<file path="src/rtl/branch_predictor_if.sv">
// rtl/branch_predictor_if.sv - fetch-side prediction and MEM-side training signals
interface branch_predictor_if #(
  parameter int IDX_BITS = 5
);
  logic [31:0]         if_pc;
  logic                pred_hit;
  logic                pred_taken;
  logic [31:0]         pred_target;
  logic [31:0]         pred_next_pc;
  logic [IDX_BITS-1:0] pred_idx;
  logic                upd_valid;
  logic [31:0]         upd_pc;
  logic                upd_taken;
  logic [31:0]         upd_target;
  logic [IDX_BITS-1:0] upd_idx;

  modport master (
    output if_pc, upd_valid, upd_pc, upd_taken, upd_target, upd_idx,
    input  pred_hit, pred_taken, pred_target, pred_next_pc, pred_idx
  );

  modport slave (
    input  if_pc, upd_valid, upd_pc, upd_taken, upd_target, upd_idx,
    output pred_hit, pred_taken, pred_target, pred_next_pc, pred_idx
  );
endinterface

</file>
<file path="src/rtl/branch_predictor.sv">
// rtl/branch_predictor.sv - direct-mapped tagged BTB plus gshare PHT next-PC predictor
module branch_predictor #(
  parameter int IDX_BITS  = 5,
  parameter int HIST_BITS = 5
) (
  input  logic               clk,
  input  logic               reset_n,
  branch_predictor_if.slave  bp
);
  localparam int ENTRIES  = 1 << IDX_BITS;
  localparam int TAG_BITS = 30 - IDX_BITS;

  typedef logic [TAG_BITS-1:0] tag_t;

  logic [ENTRIES-1:0]   valid_q, valid_d;
  tag_t                 tag_q    [ENTRIES];
  tag_t                 tag_d    [ENTRIES];
  logic [31:0]          target_q [ENTRIES];
  logic [31:0]          target_d [ENTRIES];
  logic [1:0]           pht_q    [ENTRIES];
  logic [1:0]           pht_d    [ENTRIES];
  logic [HIST_BITS-1:0] ghr_q, ghr_d;

  logic [IDX_BITS-1:0]  if_bi, upd_bi;
  tag_t                 if_tag, upd_tag;
  logic [HIST_BITS:0]   ghr_shift;

  assign if_bi   = bp.if_pc[IDX_BITS+1:2];
  assign if_tag  = bp.if_pc[31:IDX_BITS+2];
  assign upd_bi  = bp.upd_pc[IDX_BITS+1:2];
  assign upd_tag = bp.upd_pc[31:IDX_BITS+2];

  // Prediction reads stored state only; an update in flight is seen next cycle.
  assign bp.pred_idx     = if_bi ^ IDX_BITS'(ghr_q);
  assign bp.pred_hit     = valid_q[if_bi] && (tag_q[if_bi] == if_tag);
  assign bp.pred_taken   = bp.pred_hit && pht_q[bp.pred_idx][1];
  assign bp.pred_target  = bp.pred_hit ? target_q[if_bi] : 32'd0;
  assign bp.pred_next_pc = bp.pred_taken ? bp.pred_target : bp.if_pc + 32'd4;

  assign ghr_shift = {ghr_q, bp.upd_taken};

  always_comb begin
    valid_d  = valid_q;
    tag_d    = tag_q;
    target_d = target_q;
    pht_d    = pht_q;
    ghr_d    = ghr_q;
    if (bp.upd_valid) begin
      // upd_idx is the index used at fetch; history has moved on since then.
      if (bp.upd_taken) begin
        if (pht_q[bp.upd_idx] != 2'd3) begin
          pht_d[bp.upd_idx] = pht_q[bp.upd_idx] + 2'd1;
        end
        valid_d[upd_bi]  = 1'b1;
        tag_d[upd_bi]    = upd_tag;
        target_d[upd_bi] = bp.upd_target;
      end else if (pht_q[bp.upd_idx] != 2'd0) begin
        pht_d[bp.upd_idx] = pht_q[bp.upd_idx] - 2'd1;
      end
      ghr_d = ghr_shift[HIST_BITS-1:0];
    end
  end

  always_ff @(posedge clk) begin
    if (!reset_n) begin
      valid_q <= '0;
      ghr_q   <= '0;
      for (int i = 0; i < ENTRIES; i++) begin
        tag_q[i]    <= '0;
        target_q[i] <= '0;
        pht_q[i]    <= 2'b01;
      end
    end else begin
      valid_q  <= valid_d;
      tag_q    <= tag_d;
      target_q <= target_d;
      pht_q    <= pht_d;
      ghr_q    <= ghr_d;
    end
  end
endmodule

</file>
<file path="src/flat_wrapper.sv">
// flat-port wrapper written by rule: the top's interface ports become plain ports
module branch_predictor_flat 
#(
  parameter int IDX_BITS  = 5,
  parameter int HIST_BITS = 5
)
  (clk, reset_n, bp_if_pc, bp_upd_valid, bp_upd_pc, bp_upd_taken, bp_upd_target, bp_upd_idx, bp_pred_hit, bp_pred_taken, bp_pred_target, bp_pred_next_pc, bp_pred_idx);
  branch_predictor_if #(.IDX_BITS(IDX_BITS)) bp_i ();
  input  logic clk;
  input  logic reset_n;
  input wire logic [$bits(bp_i.if_pc)-1:0] bp_if_pc;
  input wire logic [$bits(bp_i.upd_valid)-1:0] bp_upd_valid;
  input wire logic [$bits(bp_i.upd_pc)-1:0] bp_upd_pc;
  input wire logic [$bits(bp_i.upd_taken)-1:0] bp_upd_taken;
  input wire logic [$bits(bp_i.upd_target)-1:0] bp_upd_target;
  input wire logic [$bits(bp_i.upd_idx)-1:0] bp_upd_idx;
  output wire logic [$bits(bp_i.pred_hit)-1:0] bp_pred_hit;
  output wire logic [$bits(bp_i.pred_taken)-1:0] bp_pred_taken;
  output wire logic [$bits(bp_i.pred_target)-1:0] bp_pred_target;
  output wire logic [$bits(bp_i.pred_next_pc)-1:0] bp_pred_next_pc;
  output wire logic [$bits(bp_i.pred_idx)-1:0] bp_pred_idx;
  assign bp_i.if_pc = bp_if_pc;
  assign bp_i.upd_valid = bp_upd_valid;
  assign bp_i.upd_pc = bp_upd_pc;
  assign bp_i.upd_taken = bp_upd_taken;
  assign bp_i.upd_target = bp_upd_target;
  assign bp_i.upd_idx = bp_upd_idx;
  assign bp_pred_hit = bp_i.pred_hit;
  assign bp_pred_taken = bp_i.pred_taken;
  assign bp_pred_target = bp_i.pred_target;
  assign bp_pred_next_pc = bp_i.pred_next_pc;
  assign bp_pred_idx = bp_i.pred_idx;
  branch_predictor #(.IDX_BITS(IDX_BITS), .HIST_BITS(HIST_BITS)) u_core (.clk(clk), .reset_n(reset_n), .bp(bp_i));
endmodule
</file>
<file path="config.mk">
export PLATFORM = sky130hd
export DESIGN_NAME = branch_predictor_flat
export DESIGN_NICKNAME = d
export VERILOG_FILES = /design/src/rtl/branch_predictor_if.sv /design/src/rtl/branch_predictor.sv /design/src/flat_wrapper.sv
export SDC_FILE = /design/constraint.sdc
export NUM_CORES = 2
export LEC_CHECK = 0
export CAP_MARGIN = 20
export CORE_AREA = 2 2 268 534
export DETAILED_ROUTE_END_ITERATION = 10
export DIE_AREA = 0 0 270 536
export HOLD_SLACK_MARGIN = 0.08
export PLACE_DENSITY_LB_ADDON = 0.2
export SLEW_MARGIN = 10
export SYNTH_ARGS = -nofsm -noshare
export SYNTH_HDL_FRONTEND = slang
export SYNTH_SLANG_ARGS = --single-unit
export TNS_END_PERCENT = 1
</file>
<file path="constraint.sdc">
create_clock -name clk -period 4.9 [get_ports clk]
set_input_delay 0.735 -clock clk [delete_from_list [all_inputs] [get_ports clk]]
set_output_delay 0.735 -clock clk [all_outputs]
set_load 0.02 [all_outputs]
</file>
==> summary.md <==
| Metric | Value |
|---|---|
| Worst-Margin Slew | `1240 ps` |
| Complex-gate fraction of the synthesized area | `0.180` |
| Post-route minimum period | `5190 ps` |
| HPWL after detailed placement | `201,000 um` |
| Synth Area in XOR/XNOR | `0.00397` |
| Distinct cell type count after synthesis | `73` |
| Hold Crit Class | `flop to flop` |
| Num ports | `176` |
| Slowest Stage Delay on Critical Path | `640 ps` |
| DR vias | `78,500` |
| Die W | `270 um` |
| Crit path buffers/inverters | `3` |
| Final instance area | `99,900 um2` |
| DRT Wirelength | `347,000 um` |
| Net Count, Synth | `9,929` |
| CP delay by family, top | `simple AND/OR/NAND/NOR gates` |
| Clock Root Buffer | `clkbuf_16` |
| Largest cells by area after synthesis | `dfxtp_1 44%, nand2_1 16%, a21boi_0 16%, mux4_2 13%, clkbuf_1 3.5%` |
| Vias/cell | `6.70` |
| Critical path peak fanout | `5` |
| Remaining global-route overflow | `0` |
| Most frequent cells in the layout | `3,758 x nand2_1, 1,923 x dfxtp_1, 1,854 x a21boi_0, 504 x mux4_2, 373 x buf_4` |
| Slowest cell on the critical path | `or4_4` |
| Clock network power share | `0.433` |
| Most common cell after layout, fill and taps aside | `nand2_1` |
| CP cell instances | `mux4_2, a22o_1, a2111o_1, nand3b_1, nand4b_1, or4b_4, or4_4, buf_6, buf_16, nor3_2, buf_4` |
| Num CTS Buffers | `173` |
| Final hold violation count | `0` |
| Psw | `7.57 mW` |
| Synth top area share | `0.438` |
| Clock Latency Late Sink | `820 ps` |
| Worst slew margin | `0.175` |
| Layout Skew | `10.3 ps` |
| Starting DRT DRC Count | `11,000` |
| Average size of a mapped cell | `8.95 um2` |
| Failing checks | `negative setup slack` |
| Layout cells sized above 1 | `0.152` |
| Die height | `536 um` |
| Max clock buf depth | `4` |
| Pint | `24.1 mW` |
| Final worst-path cycle share | `1.06` |
| Sw Ratio | `0.239` |
| Layout area overhead | `13.6%` |
| Num Clock Sinks | `1,925` |
| Maximum vdd drop | `0.254 mV` |
| Leak pwr | `33.4 nW` |
| Hold Slack | `463 ps` |
| Area leader, netlist | `dfxtp_1` |
| Post-synthesis adder-cell area fraction | `0.000427` |
| Final Util | `0.709` |
| Largest net degree at the start of global routing | `211` |
| Post-synthesis sequential element count | `1,925` |
| Crit path launch type | `flop` |
| Placed Area | `92,900 um2` |
| Antenna viol nets, final | `0` |
| Drt wl/cell | `29.6 um` |
| # Max-Cap Violations | `0` |
| Setup crit end kind | `output port` |
| FF+latch area | `38,500 um2` |
| Clock transition at the registers of the reported paths | `70 ps` |
| Top FF cell, synth | `dfxtp_1` |
| Worst setup margin | `-292 ps` |
| RSZ-0062 raised after global routing | `yes` |
| Die footprint | `145,000 um2` |
| CTS tree | `done` |
| Post-Synth Simple-Gate Area | `0.182` |
| Initial antenna violation count | `43` |
| Final setup fails | `66` |
| Core footprint | `141,000 um2` |
| Syn Std Cell Area | `87,900 um2` |
| Post-synth ARST share | `0` |
| Footprint of the multi-input gates | `46,200 um2` |
| Multiplexer area fraction after synthesis | `0.151` |
| Nets@finish | `9,811` |
| Post-Synthesis Cells | `9,821` |
| Comb pwr share | `0.071` |
| CP arrival | `4460 ps` |
| Max H-tree Level | `4` |
| Vias in the first global route | `76,100` |
| Critical setup path kind | `flop to output port` |
| Max-slew violation count | `0` |
| Sequential share of power | `0.497` |
| Port buffer count | `173` |
| EDFF count, synth | `0` |
| Required @ worst endpoint | `4160 ps` |
| Pwr Density | `317 nW/um2` |
| Overall routing resource usage | `0.467` |
| Fillers | `10,600` |
| Max Clk Rate | `193 MHz` |
| Starting Density | `0.624` |
| Status | `finished, violations left` |
| # DRC | `0` |
| Largest family of logic cells by synthesized area | `simple AND/OR/NAND/NOR gates` |
| Row count | `195` |
| RePlAce Congestion | `0.950` |
| Global-route wire length before repair | `497,000 um` |
| Drt pass-1 iters | `8` |
| Warnings, synthesis | `0` |
| Seq/Total Area, Yosys | `0.438` |
-- per-layer routing --
metal  track usage  wire [um]  up-vias
met5             0         82        -
met4         0.451      40700       14
met2         0.720     153000     5956
li1              -          -    32800
met3         0.136      45000     2321
met1         0.511     108000    37400
-- worst paths after layout --
kind / from / to / slack, ps / cells past startpoint
hold / removal: u_core.target_q[699] / u_core.target_q[699] / 460 / 2
hold reg to reg: u_core.target_q[699] / u_core.target_q[699] / 460 / 2
setup / recovery: u_core.tag_q[640] / bp_pred_target[27] / -290 / 11
setup reg to reg: flop / flop / 1920 / 14
-- cells in the mapped netlist (11+ instances only) --
master / instances
nand3_1: 47
a22oi_1: 16
dfxtp_1: 1925
nor2b_1: 22
nor2_1: 83
a22o_1: 31
mux2i_1: 174
a21oi_1: 11
a211oi_1: 17
nor3_1: 17
o21a_1: 35
nor3_2: 29
o221ai_1: 20
buf_6: 16
mux4_2: 503
xnor2_1: 16
and3_1: 15
o22ai_1: 18
o21ai_0: 59
xor2_1: 22
buf_1: 57
nand4_1: 11
buf_4: 13
nand2_1: 3790
o211ai_1: 11
a21boi_0: 1854
clkbuf_1: 811
buf_2: 60
-- cell families after synthesis --
kind of cell | count (synthesis)
AND/OR/NAND/NOR | 4082
AO/OA/AOI/OAI | 2112
flip-flops | 1925
buffers and inverters | 973
multiplexers | 687
XOR/XNOR | 39
adder cells (fa/ha/maj) | 3
-- power groups by stage --
stage	clock, mW	combinational [mW]	sequential [mW]
floorplan	0	1.26	16.1
global placement	0	2.03	16.1
detailed placement	0	2.06	16.1
CTS	13.6	2.10	15.7
global route	14.2	2.30	15.7
finish	13.7	2.24	15.7
-- registers in the layout (all words and copies together), names as in the netlist, named ones only --
| name | cells |
|---|---|
| u_core.ghr_q | 5 |
| u_core.tag_q | 800 |
| u_core.valid_q | 32 |
| u_core.pht_q | 32 |
| u_core.target_q | 1024 |
-- per-stage QoR --
step	std cells	worst slack (ps)	setup TNS (ps)	total power, mW
detailed placement	11300	-1040	-62610	18.2
global placement	11300	-1090	-64700	18.1
CTS	11700	-214	-5870	31.5
global route	11700	-332	-16630	32.3
floorplan	9821	332	0	17.4
finish	11700	-292	-12540	31.7
-- repair_timing --
item                                    CTS  global route
buffers inserted                          9            15
endpoints found under the hold margin     0             0
pin swaps                                52             8
hold buffers                              0             0
endpoints found under the setup margin   66            66
resized for setup                       380            17
cloned                                    9             4
-- worst min-delay path: stages (launching register included) --
cell and delay, ps:
dfxtp_1 310, nand2_1 40, a21boi_0 60
-- layout make-up --
class                   count  share of cell area
clock inverters            47             0.00440
well taps                1871              0.0234
multi-input cells        6923               0.463
flip-flops and latches   1925               0.386
repair buffers            670              0.0717
diodes                     25            0.000626
inverters                  10            0.000376
clock buffers             247              0.0507
Power figures use the tool's default switching activity.
